<file path="config.mk">
export PLATFORM = sky130hd
export DESIGN_NAME = npc_mem_arbiter_flat
export DESIGN_NICKNAME = d
export VERILOG_FILES = /design/src/rtl/npc_mem_arbiter_pkg.sv /design/src/rtl/npc_mem_arbiter_if.sv /design/src/rtl/npc_mem_arbiter_rr_pick.sv /design/src/rtl/npc_mem_arbiter.sv /design/src/flat_wrapper.sv
export SDC_FILE = /design/constraint.sdc
export NUM_CORES = 1
export LEC_CHECK = 0
export CAP_MARGIN = 30
export CORE_ASPECT_RATIO = 0.5
export CORE_MARGIN = 4
export CORE_UTILIZATION = 30
export DETAILED_ROUTE_END_ITERATION = 16
export GPL_ROUTABILITY_DRIVEN = 0
export GPL_TIMING_DRIVEN = 0
export PLACE_DENSITY = 0.66
export SLEW_MARGIN = 15
export SYNTH_ARGS = -nofsm -noshare
export SYNTH_HDL_FRONTEND = slang
export SYNTH_SLANG_ARGS = --single-unit
</file>
<file path="constraint.sdc">
create_clock -name clk -period 1.96 [get_ports clk]
set_input_delay 0.196 -clock clk [delete_from_list [all_inputs] [get_ports clk]]
set_output_delay 0.196 -clock clk [all_outputs]
set_load 0.1 [all_outputs]
</file>
<file path="src/rtl/npc_mem_arbiter_pkg.sv">
// Shared types and constants for the IFU/LSU memory-port arbiter.
package npc_mem_pkg;

  typedef enum logic [1:0] {
    IDLE = 2'd0,
    REQ  = 2'd1,
    RESP = 2'd2,
    DONE = 2'd3
  } state_e;

  typedef enum logic {
    OWN_IFU = 1'b0,
    OWN_LSU = 1'b1
  } owner_e;

  // Read data returned alongside a timeout error.
  localparam logic [31:0] MEM_ERR_RDATA = 32'h0;

  // Stores return zero read data; loads/fetches pass the memory data through.
  function automatic logic [31:0] resp_rdata(input logic wen, input logic [31:0] rdata);
    return wen ? 32'h0 : rdata;
  endfunction

endpackage

</file>
<file path="src/rtl/npc_mem_arbiter_if.sv">
// Requester (IFU/LSU) and downstream memory handshake bundle for the arbiter.
interface npc_mem_arbiter_if;
  logic        ifu_req_valid;
  logic        ifu_req_ready;
  logic [31:0] ifu_addr;
  logic        ifu_resp_valid;
  logic [31:0] ifu_rdata;
  logic        ifu_resp_err;

  logic        lsu_req_valid;
  logic        lsu_req_ready;
  logic [31:0] lsu_addr;
  logic        lsu_wen;
  logic [31:0] lsu_wdata;
  logic [3:0]  lsu_wmask;
  logic        lsu_resp_valid;
  logic [31:0] lsu_rdata;
  logic        lsu_resp_err;

  logic        mem_req_valid;
  logic        mem_req_ready;
  logic [31:0] mem_addr;
  logic        mem_wen;
  logic [31:0] mem_wdata;
  logic [3:0]  mem_wmask;
  logic        mem_resp_valid;
  logic [31:0] mem_rdata;

  // Arbiter side: serves the requesters, drives the memory port.
  modport slave (
    input  ifu_req_valid, ifu_addr,
    input  lsu_req_valid, lsu_addr, lsu_wen, lsu_wdata, lsu_wmask,
    input  mem_req_ready, mem_resp_valid, mem_rdata,
    output ifu_req_ready, ifu_resp_valid, ifu_rdata, ifu_resp_err,
    output lsu_req_ready, lsu_resp_valid, lsu_rdata, lsu_resp_err,
    output mem_req_valid, mem_addr, mem_wen, mem_wdata, mem_wmask
  );

  // Environment side: requesters and the memory/bus bridge.
  modport master (
    output ifu_req_valid, ifu_addr,
    output lsu_req_valid, lsu_addr, lsu_wen, lsu_wdata, lsu_wmask,
    output mem_req_ready, mem_resp_valid, mem_rdata,
    input  ifu_req_ready, ifu_resp_valid, ifu_rdata, ifu_resp_err,
    input  lsu_req_ready, lsu_resp_valid, lsu_rdata, lsu_resp_err,
    input  mem_req_valid, mem_addr, mem_wen, mem_wdata, mem_wmask
  );
endinterface

</file>
<file path="src/rtl/npc_mem_arbiter_rr_pick.sv">
// Two-way grant between IFU and LSU: round-robin or fixed LSU priority.
module npc_rr_pick
  import npc_mem_pkg::*;
#(
  parameter int RR_MODE = 1
) (
  input  logic       ifu_valid,
  input  logic       lsu_valid,
  input  owner_e     last_grant,
  output logic [1:0] grant        // one-hot: bit 0 = IFU, bit 1 = LSU
);

  // On a tie, round-robin hands the port to whoever did not have it last.
  always_comb begin
    grant = 2'b00;
    if (ifu_valid && lsu_valid) begin
      if ((RR_MODE != 0) && (last_grant == OWN_LSU)) grant = 2'b01;
      else                                           grant = 2'b10;
    end else if (ifu_valid) begin
      grant = 2'b01;
    end else if (lsu_valid) begin
      grant = 2'b10;
    end
  end

endmodule

</file>
<file path="src/rtl/npc_mem_arbiter.sv">
// Shares one memory port between IFU and LSU, one transaction in flight.
module npc_mem_arbiter
  import npc_mem_pkg::*;
#(
  parameter int RR_MODE = 1,
  parameter int TIMEOUT = 255
) (
  input  logic             clk,
  input  logic             rst,
  npc_mem_arbiter_if.slave bus,
  output logic             busy
);

  // A zero TIMEOUT still needs a legal one-bit counter; it simply never fires.
  localparam int CNT_W = (TIMEOUT > 0) ? $clog2(TIMEOUT + 1) : 1;
  localparam logic [CNT_W-1:0] TO_LAST = CNT_W'((TIMEOUT > 0) ? TIMEOUT - 1 : 0);
  localparam logic [CNT_W-1:0] CNT_MAX = '1;

  state_e           state_q, state_d;
  owner_e           owner_q, owner_d;
  owner_e           last_grant_q, last_grant_d;
  logic [31:0]      addr_q, addr_d;
  logic             wen_q, wen_d;
  logic [31:0]      wdata_q, wdata_d;
  logic [3:0]       wmask_q, wmask_d;
  logic [31:0]      rdata_q, rdata_d;
  logic             err_q, err_d;
  logic [CNT_W-1:0] cnt_q, cnt_d;
  logic [1:0]       grant;
  logic             ifu_done, lsu_done;

  npc_rr_pick #(.RR_MODE(RR_MODE)) u_pick (
    .ifu_valid  (bus.ifu_req_valid),
    .lsu_valid  (bus.lsu_req_valid),
    .last_grant (last_grant_q),
    .grant      (grant)
  );

  // Next-state and transaction-register update for the IDLE/REQ/RESP/DONE cycle.
  always_comb begin
    state_d      = state_q;
    owner_d      = owner_q;
    last_grant_d = last_grant_q;
    addr_d       = addr_q;
    wen_d        = wen_q;
    wdata_d      = wdata_q;
    wmask_d      = wmask_q;
    rdata_d      = rdata_q;
    err_d        = err_q;
    cnt_d        = cnt_q;
    case (state_q)
      IDLE: begin
        if (grant != 2'b00) begin
          owner_d      = grant[1] ? OWN_LSU : OWN_IFU;
          last_grant_d = grant[1] ? OWN_LSU : OWN_IFU;
          addr_d       = grant[1] ? bus.lsu_addr : bus.ifu_addr;
          wen_d        = grant[1] & bus.lsu_wen;
          wdata_d      = grant[1] ? bus.lsu_wdata : 32'h0;
          wmask_d      = grant[1] ? bus.lsu_wmask : 4'h0;
          state_d      = REQ;
        end
      end
      REQ: begin
        // A response arriving together with ready is not ours yet; ignore it.
        if (bus.mem_req_ready) begin
          cnt_d   = '0;
          state_d = RESP;
        end
      end
      RESP: begin
        if (bus.mem_resp_valid) begin
          rdata_d = resp_rdata(wen_q, bus.mem_rdata);
          err_d   = 1'b0;
          state_d = DONE;
        end else begin
          if (cnt_q != CNT_MAX) cnt_d = cnt_q + CNT_W'(1);
          if ((TIMEOUT > 0) && (cnt_q == TO_LAST)) begin
            rdata_d = MEM_ERR_RDATA;
            err_d   = 1'b1;
            state_d = DONE;
          end
        end
      end
      DONE:    state_d = IDLE;
      default: state_d = IDLE;
    endcase
  end

  // State and transaction registers; reset drops any in-flight transaction.
  always_ff @(posedge clk) begin
    if (rst) begin
      state_q      <= IDLE;
      owner_q      <= OWN_IFU;
      last_grant_q <= OWN_IFU;
      addr_q       <= 32'h0;
      wen_q        <= 1'b0;
      wdata_q      <= 32'h0;
      wmask_q      <= 4'h0;
      rdata_q      <= 32'h0;
      err_q        <= 1'b0;
      cnt_q        <= '0;
    end else begin
      state_q      <= state_d;
      owner_q      <= owner_d;
      last_grant_q <= last_grant_d;
      addr_q       <= addr_d;
      wen_q        <= wen_d;
      wdata_q      <= wdata_d;
      wmask_q      <= wmask_d;
      rdata_q      <= rdata_d;
      err_q        <= err_d;
      cnt_q        <= cnt_d;
    end
  end

  assign ifu_done = (state_q == DONE) && (owner_q == OWN_IFU);
  assign lsu_done = (state_q == DONE) && (owner_q == OWN_LSU);

  assign bus.ifu_req_ready  = (state_q == IDLE) && grant[0];
  assign bus.lsu_req_ready  = (state_q == IDLE) && grant[1];
  assign bus.ifu_resp_valid = ifu_done;
  assign bus.ifu_rdata      = ifu_done ? rdata_q : 32'h0;
  assign bus.ifu_resp_err   = ifu_done & err_q;
  assign bus.lsu_resp_valid = lsu_done;
  assign bus.lsu_rdata      = lsu_done ? rdata_q : 32'h0;
  assign bus.lsu_resp_err   = lsu_done & err_q;
  assign bus.mem_req_valid  = (state_q == REQ);
  assign bus.mem_addr       = addr_q;
  assign bus.mem_wen        = wen_q;
  assign bus.mem_wdata      = wdata_q;
  assign bus.mem_wmask      = wmask_q;
  assign busy               = (state_q != IDLE);

endmodule

</file>
<file path="src/flat_wrapper.sv">
// flat-port wrapper written by rule: the top's interface ports become plain ports
module npc_mem_arbiter_flat import npc_mem_pkg::*;
#(
  parameter int RR_MODE = 1,
  parameter int TIMEOUT = 255
)
  (clk, rst, busy, bus_ifu_req_valid, bus_ifu_addr, bus_lsu_req_valid, bus_lsu_addr, bus_lsu_wen, bus_lsu_wdata, bus_lsu_wmask, bus_mem_req_ready, bus_mem_resp_valid, bus_mem_rdata, bus_ifu_req_ready, bus_ifu_resp_valid, bus_ifu_rdata, bus_ifu_resp_err, bus_lsu_req_ready, bus_lsu_resp_valid, bus_lsu_rdata, bus_lsu_resp_err, bus_mem_req_valid, bus_mem_addr, bus_mem_wen, bus_mem_wdata, bus_mem_wmask);
  npc_mem_arbiter_if bus_i ();
  input  logic clk;
  input  logic rst;
  output logic busy;
  input wire logic [$bits(bus_i.ifu_req_valid)-1:0] bus_ifu_req_valid;
  input wire logic [$bits(bus_i.ifu_addr)-1:0] bus_ifu_addr;
  input wire logic [$bits(bus_i.lsu_req_valid)-1:0] bus_lsu_req_valid;
  input wire logic [$bits(bus_i.lsu_addr)-1:0] bus_lsu_addr;
  input wire logic [$bits(bus_i.lsu_wen)-1:0] bus_lsu_wen;
  input wire logic [$bits(bus_i.lsu_wdata)-1:0] bus_lsu_wdata;
  input wire logic [$bits(bus_i.lsu_wmask)-1:0] bus_lsu_wmask;
  input wire logic [$bits(bus_i.mem_req_ready)-1:0] bus_mem_req_ready;
  input wire logic [$bits(bus_i.mem_resp_valid)-1:0] bus_mem_resp_valid;
  input wire logic [$bits(bus_i.mem_rdata)-1:0] bus_mem_rdata;
  output wire logic [$bits(bus_i.ifu_req_ready)-1:0] bus_ifu_req_ready;
  output wire logic [$bits(bus_i.ifu_resp_valid)-1:0] bus_ifu_resp_valid;
  output wire logic [$bits(bus_i.ifu_rdata)-1:0] bus_ifu_rdata;
  output wire logic [$bits(bus_i.ifu_resp_err)-1:0] bus_ifu_resp_err;
  output wire logic [$bits(bus_i.lsu_req_ready)-1:0] bus_lsu_req_ready;
  output wire logic [$bits(bus_i.lsu_resp_valid)-1:0] bus_lsu_resp_valid;
  output wire logic [$bits(bus_i.lsu_rdata)-1:0] bus_lsu_rdata;
  output wire logic [$bits(bus_i.lsu_resp_err)-1:0] bus_lsu_resp_err;
  output wire logic [$bits(bus_i.mem_req_valid)-1:0] bus_mem_req_valid;
  output wire logic [$bits(bus_i.mem_addr)-1:0] bus_mem_addr;
  output wire logic [$bits(bus_i.mem_wen)-1:0] bus_mem_wen;
  output wire logic [$bits(bus_i.mem_wdata)-1:0] bus_mem_wdata;
  output wire logic [$bits(bus_i.mem_wmask)-1:0] bus_mem_wmask;
  assign bus_i.ifu_req_valid = bus_ifu_req_valid;
  assign bus_i.ifu_addr = bus_ifu_addr;
  assign bus_i.lsu_req_valid = bus_lsu_req_valid;
  assign bus_i.lsu_addr = bus_lsu_addr;
  assign bus_i.lsu_wen = bus_lsu_wen;
  assign bus_i.lsu_wdata = bus_lsu_wdata;
  assign bus_i.lsu_wmask = bus_lsu_wmask;
  assign bus_i.mem_req_ready = bus_mem_req_ready;
  assign bus_i.mem_resp_valid = bus_mem_resp_valid;
  assign bus_i.mem_rdata = bus_mem_rdata;
  assign bus_ifu_req_ready = bus_i.ifu_req_ready;
  assign bus_ifu_resp_valid = bus_i.ifu_resp_valid;
  assign bus_ifu_rdata = bus_i.ifu_rdata;
  assign bus_ifu_resp_err = bus_i.ifu_resp_err;
  assign bus_lsu_req_ready = bus_i.lsu_req_ready;
  assign bus_lsu_resp_valid = bus_i.lsu_resp_valid;
  assign bus_lsu_rdata = bus_i.lsu_rdata;
  assign bus_lsu_resp_err = bus_i.lsu_resp_err;
  assign bus_mem_req_valid = bus_i.mem_req_valid;
  assign bus_mem_addr = bus_i.mem_addr;
  assign bus_mem_wen = bus_i.mem_wen;
  assign bus_mem_wdata = bus_i.mem_wdata;
  assign bus_mem_wmask = bus_i.mem_wmask;
  npc_mem_arbiter #(.RR_MODE(RR_MODE), .TIMEOUT(TIMEOUT)) u_core (.clk(clk), .rst(rst), .bus(bus_i), .busy(busy));
endmodule
</file>
==> metrics.csv <==
stage;metric;value;unit
status;status;finished with violations;
status;failing checks;negative setup slack;
timing;Final setup viols;3;
detailed_routing;DR pass1 iterations;4;
synth;EDFF count, synth;0;
floorplan;Die Ht;98.4;µm
synth;most numerous cell in the Yosys netlist;dfxtp_1;
clocking;hold buffer count at CTS;0;
synth;Synth Area in XOR/XNOR;0;
clocking;CTS tree;done;
cells_and_area;Non-Filler Instances;1059;
global_route;number of global-route vias before repair;5133;
setup_path;CP max stage cell;dfxtp_4;
synth;Synth Area in Compound Gates;0.215;
floorplan;die area;18600;µm²
floorplan;std cell rows;32;
detailed_routing;Avg WL per Cell;16.7;µm
synth;largest cells by area after synthesis;dfxtp_1, mux2i_1, nor2_1, a22o_1, a22oi_1;
cells_and_area;# diodes;0;
synth;Cells after Synth;521;
floorplan;Core Box Area;15700;µm²
synth;largest family of logic cells by synthesized area;compound AO/OA/AOI/OAI gates;
timing;Worst-Margin Slew;1.02;ns
setup_path;crit-path max FO;6;
synth;Synth area leader;dfxtp_1;
global_route;antenna violations before repair;0;
clocking;Root Driver;clkbuf_16;
timing;Worst Skew;0.0112;ns
detailed_routing;vias post-DR;5068;
detailed_routing;Initial DRC Count;218;
cells_and_area;Final Util;0.577;
setup_path;Buf/Inv on CP;3;
placed_design;DP HPWL;13300;µm
setup_path;most frequent CP cell;buf_12;
synth;flops & latches, synth;113;
floorplan;Die X;189;µm
cells_and_area;share of layout cells above drive strength 1;0.226;
timing;fin crit period;1.98;ns
detailed_routing;WL final;17700;µm
clocking;CTS Buffer Depth;2;
hold_path;HP Class;input pin to register;
synth;syn avg cell area;9.40;µm²
power;Peak supply drop;0.691;mV
setup_path;Crit path max-delay family;buffers and inverters;
synth;Mapped Nets;666;
synth;Syn Std Cell Area;4900;µm²
cells_and_area;P&R area growth vs syn;84.7;%
cells_and_area;post-layout net count;971;
synth;post-synth top area share;0.462;
synth;Async SR Flop Fraction;0;
setup_path;Max stage delay on crit path;0.37;ns
synth;Synth Area in Adders;0.0153;
clocking;CTS sink cnt;113;
global_route;total track usage;0.185;
timing;Final Hold Viols;0;
setup_path;crit end category;primary output;
global_route;largest net degree at the start of global routing;17;
setup_path;critical path type;register to primary output;
flow_run;Max-Cap Viols;0;
power;Static Leak;4.06;nW
power;Pwr per Cell Area;1370;nW/µm²
synth;Post-synth top cells;dfxtp_1, nor2_1, a22oi_1, and3_1, and2_1;
synth;Yosys cell types;43;
synth;number of warnings issued by yosys;0;
timing;Slew headroom;0.322;
synth;Post-Synth Simple-Gate Area;0.185;
setup_path;CP startpoint kind;register;
setup_path;worst endpoint required time;1.76;ns
setup_path;worst path cell trace;ha_4 -> nor2b_4 -> buf_12 -> clkbuf_16 -> and2_2 -> buf_12;
floorplan;Initial Utilization;0.312;
setup_path;Critical Path AT;1.78;ns
timing;Setup WS post-layout;-0.0156;ns
detailed_routing;Vias/cell;4.79;
timing;maximum clock rate;506;MHz
global_route;GR Overflow Total;0;
synth;register area share after synthesis;0.462;
global_route;first-pass GRT wire length;28000;µm
detailed_routing;final antenna-violating net count;0;
timing;unrepaired setup endpoints after global routing;true;
synth;mux share of post-synthesis cell area;0.0674;
clocking;TritonCTS buffer count;17;
placed_design;port buffer count;279;
synth;Top FF cell, synth;dfxtp_1;
timing;period utilisation layout;1.01;
placed_design;dpl cells;1021;
detailed_routing;DRC;0;
floorplan;total I/O pin count;280;
clocking;# H-tree levels;4;
timing;Final Max Tran Viols;0;
clocking;clock slew at reported path FFs;0.06;ns
clocking;worst skew pair latency;0.40;ns
[metrics by stage]
| step | power [W] | TNS [ns] | hold WS, ns | area (µm²) | worst slack [ns] |
|---|---|---|---|---|---|
| CTS | 0.0124 | -0.0398 | 0.373 | 8900 | -0.0245 |
| detailed placement | 0.00905 | -62.88 | 0.465 | 8050 | -1.08 |
| floorplan | 0.00745 | -0.130 | 0.297 | 4980 | -0.0818 |
| global placement | 0.00900 | -60.02 | 0.465 | 8050 | -1.02 |
| finish | 0.0124 | -0.0319 | 0.391 | 9050 | -0.0156 |
| global route | 0.0129 | -0.605 | 0.386 | 9050 | -0.0626 |
[final timing paths]
check,start,endpoint,slack (ns),cells after the start
hold reg to reg,u_core.rdata_q[0],u_core.rdata_q[0],0.48,1
setup / recovery,u_core.state_q[0],bus_ifu_rdata[8],-0.02,6
hold / removal,bus_mem_rdata[11],u_core.rdata_q[11],0.39,2
setup reg to reg,u_core.cnt_q[0],u_core.rdata_q[7],0.11,8
[final cells by class]
cell class              instances  area [µm²]
plain buffers                  48         320
clock buffers                  22         474
clock inverters                 9         179
fillers                      1401        6650
inverters                       6        26.3
multi-input cells             354        2470
flip-flops and latches        113        2270
well taps                     221         277
repair buffers                286        3030
[registers in the layout (all words and copies together), names as in the netlist, 2 cells and up]
register	cells
u_core.bus.mem_addr	32
u_core.bus.mem_wdata	32
u_core.rdata_q	32
u_core.cnt_q	8
u_core.bus.mem_wmask	4
u_core.state_q	2
[power by group]
group	leakage, nW	total (W)	internal (W)	switching, W
registers	0.926	0.00298	0.00275	0.000229
clock network	0.312	0.00341	0.00235	0.00106
logic	2.82	0.00597	0.00152	0.00445
[worst register-to-register path, cell delays in order (launching register included)]
cell and delay (ns):
dfxtp_1 0.34, clkbuf_2 0.19, inv_1 0.06, ha_1 0.18, and3_1 0.21, a21o_1 0.21, a21oi_4 0.23, buf_6 0.18
a22o_1 0.17
[cell families after synthesis]
family          after synthesis
simple gates                179
buf+inv                      54
flops                       113
mux                          33
compound gates              136
fa+ha+maj                     6
[layer usage]
layer / track usage / vias to the layer above / wire, µm
met1: 0.220 / 2402 / 7410
met2: 0.333 / 153 / 8950
li1: - / 2490 / -
met5: 0 / - / 0
met4: 0.0660 / 0 / 362
met3: 0.0411 / 23 / 940
[cell usage in the layout, fill, tap and decap left out, types with 3 or more instances in the layout]
cell and count:
clkbuf_2 11, clkbuf_1 15, and2_4 16, a22o_1 32, nand2b_1 6, mux2i_1 33, buf_8 4, nand3_1 3
and2_2 14, ha_1 3, a31oi_1 4, clkinvlp_4 3, clkdlybuf4s50_1 138, a311oi_1 4, dfxtp_1 111, a211oi_1 33
buf_12 30, buf_4 39, a22oi_1 37, and3_1 36, clkbuf_8 4, clkbuf_16 18, inv_1 5, bufinv_16 5
and2_1 5, nor2_1 79, nand2_1 8, buf_2 7, dlygate4sd2_1 69, buf_6 18, a21oi_1 8
[timing repair]
item	4_1_cts	5_1_grt
gates cloned	0	1
buffers inserted	0	6
pin swaps	0	3
setup endpoints to repair	171	108
resized for setup	600	46
Note: power is estimated with default switching activity, not from simulation.
